<file path="src/rtl/an_pkg.sv">
// Shared constants and elaboration-time helpers for the A=13 AN-code decoder.
// The residue->bit LUT is built once from A and CW, so retargeting A only touches this file.
package an_pkg;

  localparam int AN_A  = 13;
  localparam int AN_CW = 12;
  localparam int AN_DW = 8;
  localparam int AN_RW = $clog2(AN_A);
  localparam int AN_PW = $clog2(AN_CW);

  typedef struct packed {
    logic             hit;
    logic [AN_PW-1:0] pos;
  } lut_ent_t;

  typedef lut_ent_t [2**AN_RW-1:0] lut_t;

  function automatic int pow2_mod(input int i, input int a);
    int r;
    r = 1 % a;
    for (int k = 0; k < i; k++) r = (r * 2) % a;
    return r;
  endfunction

  // Residues that no single bit can produce keep hit=0 and decode as uncorrectable.
  function automatic lut_t build_lut();
    lut_t t;
    t = '0;
    for (int i = 0; i < AN_CW; i++) begin
      t[pow2_mod(i, AN_A)].hit = 1'b1;
      t[pow2_mod(i, AN_A)].pos = AN_PW'(i);
    end
    return t;
  endfunction

  localparam lut_t AN_LUT = build_lut();

endpackage

</file>
<file path="src/rtl/an_residue_mod.sv">
// Combinational CW-bit mod-A reducer: sums per-bit 2^i mod A weights, then
// strips multiples of A with an unrolled restoring subtract chain.
module an_residue_mod
  import an_pkg::*;
#(
  parameter int A  = AN_A,
  parameter int CW = AN_CW
) (
  input  logic [CW-1:0]          x_i,
  output logic [$clog2(A)-1:0]   r_o
);

  localparam int RW = $clog2(A);
  localparam int SW = $clog2(CW * (A - 1) + 1);

  logic [SW-1:0] acc;

  always_comb begin
    acc = '0;
    for (int i = 0; i < CW; i++) begin
      if (x_i[i]) acc = acc + SW'(pow2_mod(i, A));
    end
    for (int k = SW - 1; k >= 0; k--) begin
      if (int'(acc) >= (A << k)) acc = acc - SW'(A << k);
    end
    r_o = acc[RW-1:0];
  end

endmodule

</file>
<file path="src/rtl/an_decoder.sv">
// Single 0->1 error-correcting AN decoder (A=13): residue lookup, bit clear,
// exact divide by A, one registered output stage; one word per clock, no back-pressure.
module an_decoder
  import an_pkg::*;
(
  input  logic             clk,
  input  logic             rst,
  input  logic             in_valid,
  input  logic [AN_CW-1:0] ANe,
  output logic             out_valid,
  output logic [AN_DW-1:0] Nc,
  output logic             err_fixed,
  output logic             err_uncorr
);

  logic [AN_RW-1:0] res;
  lut_ent_t         ent;
  logic [AN_CW-1:0] c;
  logic [AN_CW-1:0] rem;
  logic [AN_CW-1:0] quo;
  logic             fix;
  logic             unc;

  logic             out_valid_q;
  logic [AN_DW-1:0] nc_d, nc_q;
  logic             fix_d, fix_q;
  logic             unc_d, unc_q;

  an_residue_mod #(
    .A  (AN_A),
    .CW (AN_CW)
  ) u_residue (
    .x_i (ANe),
    .r_o (res)
  );

  always_comb begin
    ent = AN_LUT[res];
    c   = ANe;
    fix = 1'b0;
    unc = 1'b0;
    // A 0->1 flip can only be undone if the implicated bit is actually set.
    if (res != '0) begin
      if (ent.hit && ANe[ent.pos]) begin
        c[ent.pos] = 1'b0;
        fix        = 1'b1;
      end else begin
        unc = 1'b1;
      end
    end

    rem = c;
    quo = '0;
    for (int k = AN_CW - 1; k >= 0; k--) begin
      if (int'(rem) >= (AN_A << k)) begin
        rem    = rem - AN_CW'(AN_A << k);
        quo[k] = 1'b1;
      end
    end

    nc_d  = quo[AN_DW-1:0];
    fix_d = fix;
    unc_d = unc;
    // Codewords above A*(2^DW-1) are not valid encodings of any data word.
    if (unc || (|quo[AN_CW-1:AN_DW])) begin
      nc_d  = '0;
      fix_d = 1'b0;
      unc_d = 1'b1;
    end
  end

  always_ff @(posedge clk) begin
    if (rst) begin
      out_valid_q <= 1'b0;
      nc_q        <= '0;
      fix_q       <= 1'b0;
      unc_q       <= 1'b0;
    end else begin
      out_valid_q <= in_valid;
      if (in_valid) begin
        nc_q  <= nc_d;
        fix_q <= fix_d;
        unc_q <= unc_d;
      end
    end
  end

  assign out_valid  = out_valid_q;
  assign Nc         = nc_q;
  assign err_fixed  = fix_q;
  assign err_uncorr = unc_q;

endmodule

</file>
<file path="config.mk">
export PLATFORM = sky130hd
export DESIGN_NAME = an_decoder
export DESIGN_NICKNAME = d
export VERILOG_FILES = /design/src/rtl/an_pkg.sv /design/src/rtl/an_residue_mod.sv /design/src/rtl/an_decoder.sv
export SDC_FILE = /design/constraint.sdc
export NUM_CORES = 1
export LEC_CHECK = 0
export CAP_MARGIN = 20
export CORE_MARGIN = 2
export CORE_UTILIZATION = 53
export DETAILED_ROUTE_END_ITERATION = 16
export PLACE_DENSITY = 0.83
export SETUP_SLACK_MARGIN = 0.4
export SYNTH_ARGS = -nofsm -noshare
export SYNTH_HDL_FRONTEND = slang
export SYNTH_SLANG_ARGS = --single-unit
</file>
<file path="constraint.sdc">
create_clock -name clk -period 54.8 [get_ports clk]
set_clock_uncertainty 0.15 [all_clocks]
set_input_delay 10.96 -clock clk [delete_from_list [all_inputs] [get_ports clk]]
set_output_delay 10.96 -clock clk [all_outputs]
set_load 0.05 [all_outputs]
</file>
==> results.toml <==
[cts]
postCtsSetupBuffers = 0
ctsResizeCount = 0
cts.htree.levels = 1
ctsLongestPathBuffers = 2
cts.clk_slew.worst_paths_ns = 0.05
clock-sinks = 11
cts_hold_buf = 0
clkLatencyLatePin_ns = 0.24
numCtsBuffers = 3
root_buffer = "clkbuf_8"
cts_tree = "yes"

[setup_path]
crit_path_frequent_cell = "ha_1"
endpoint_kind = "register"
cp.required_ns = 54.81
worstPathArrival_ns = 27.88
worstSetupPathType = "in -> reg"
start_kind = "primary input"
critPathMaxStageDelay_ns = 0.85
cp_max_fo = 13
crit_slowest_cell = "o41ai_4"

[die]
die_h_um = 108
row_count = 37
fp.coreArea_sq_um = 10400
start_util_pct = 54.8
fp.dieW_um = 108
dieArea_sq_um = 11600
ioPinCount = 26

[synth]
yosys_warnings = 0
synth_top_cells_by_area = "nand2_1 (5.4%), a21oi_1 (4.8%), nor2_1 (4.6%)"
async_flop_share_pct = 0
yosysMostFrequentCell = "nand2_1"
synth.yosys.seq_area_share_pct = 3.87
synth_nets = 841
ys_seq_elements = 11
syn_avg_cell_area_sq_um = 7.02
synth_area_leader_cell = "nand2_1"
synth_area_sq_um = 5690
synth_flop_cell = "dfxtp_1"
synth_common_cells = "nand2_1 (82), nor2_1 (70), a21oi_1 (54), o21ai_0 (41), nor3_1 (30)"
ys_types = 112
synth-edff-count = 0
yosysTopAreaCellShare_pct = 5.41
synthCells = 810

[route]
drc = 0
wl_per_cell_um = 17.2
wl_met3_um = 1110
vias_per_cell = 6.98
vias = 6587
drt_iter0_markers = 645
wl_um = 16300
dr.pass1.iters = 8
ant_nets = 0
dr_wl_met2_um = 7730
top_layer = "met4"
met1Wirelength_um = 7010

[final_layout]
fin_util_pct = 57.9
postLayoutCellArea_sq_um = 6010
syn_to_final_growth_pct = 5.68
multiInputGateArea_sq_um = 5210
regArea_sq_um = 220
nNetsFinal = 840
drive_gt1_share_pct = 10.4
num_antenna_cells = 0
fill_cells = 994

[grt]
antenna_found_initial = 0
grt_max_degree = 18
grt_pass1_wl_um = 26800
track_usage_pct = 27.3
grt_overflow_total = 0
grt_pass1_vias = 5838

[sta]
fmaxAchievable_mhz = 35.9
slew_headroom_pct = 43.4
rsz0062_at_grt = "no"
setup_viol = 0
worst_pin_slew_ns = 0.847
fin_crit_ns = 27.86
finalHoldViolations = 0
fin_ws_ns = 26.94
totalNegativeSetupSlack_ns = 0
maxSlewViolCount = 0
fin_crit_sh_pct = 50.8

[place]
place_area_sq_um = 5960
gp_congestion = 0.989
io_buffers = 25
pre_cts_ws_ns = 26.96
hpwl_um = 12900

[hold_path]
hp-class = "reg -> reg"

[flow_run]
cap_violations = 0

[status]
status = "finished clean"
## per-layer routing
metal,track usage [%],vias to the layer above
met3,2.60,48
met1,35.6,3055
met5,0,-
met2,47.4,307
li1,-,3177
met4,8.15,0
## cell type report
cell class | count | share of cell area, %
tap | 136 | 2.83
timing repair buffer | 27 | 4.37
clock buffer | 4 | 0.750
sequential | 11 | 3.67
inverter | 26 | 1.62
multi-input combinational | 740 | 86.8
## cell families after synthesis
kind of cell / after synthesis / synth area share, %
AND/OR/NAND/NOR: 323 / 29.3
multiplexers: 17 / 3.15
XOR/XNOR: 46 / 9.62
AO/OA/AOI/OAI: 336 / 45.8
adder cells (fa/ha/maj): 18 / 3.87
buffers and inverters: 59 / 4.45
flip-flops: 11 / 3.87
## path summary, 6_finish.rpt
kind / start / to / slack [ns] / depth (start not counted)
max: ANe[0] / Nc[0] / 26.94 / 64
min: err_fixed / err_fixed / 0.32 / 2
max reg2reg: Nc[0] / Nc[0] / 53.42 / 5
min reg2reg: err_fixed / err_fixed / 0.32 / 2
## through the flow
stage                     instances  hold WS (ns)
after floorplan                 810         0.541
after global placement          939         0.308
after detailed placement        939         0.312
after CTS                       943         0.319
after global routing            944         0.325
final                           944         0.317
## placed cells by master, fill, tap and decap left out, types with 11 or more instances in the layout
cell type / count
a211oi_1: 11
a21oi_1: 54
a31oi_1: 15
clkdlybuf4s50_1: 25
dfxtp_1: 11
ha_1: 16
inv_1: 24
mux2i_1: 12
nand2_1: 82
nand3_1: 29
nor2_1: 70
nor2b_1: 13
nor3_1: 30
nor4_1: 16
o21a_1: 11
o21ai_0: 41
o21ai_1: 14
o22ai_1: 14
o31ai_1: 12
or2_2: 11
xnor2_1: 24
## registers in the layout, indices dropped and copies added (netlist names)
| name | cells |
|---|---|
| Nc | 8 |
| out_valid | 1 |
| err_fixed | 1 |
| err_uncorr | 1 |
## critical path: cells and delay by family
kind	cells	cell delay, ns
AOI/OAI and AO/OA	24	6.99
adders and majority gates	8	2.53
muxes	1	0.13
buffers and inverters	7	1.42
xor gates and xnor gates	4	1.09
and+or+nand+nor	20	4.73
Power is not shown: default switching activity piles up to over one toggle a cycle in this logic, so the estimate is an artifact.
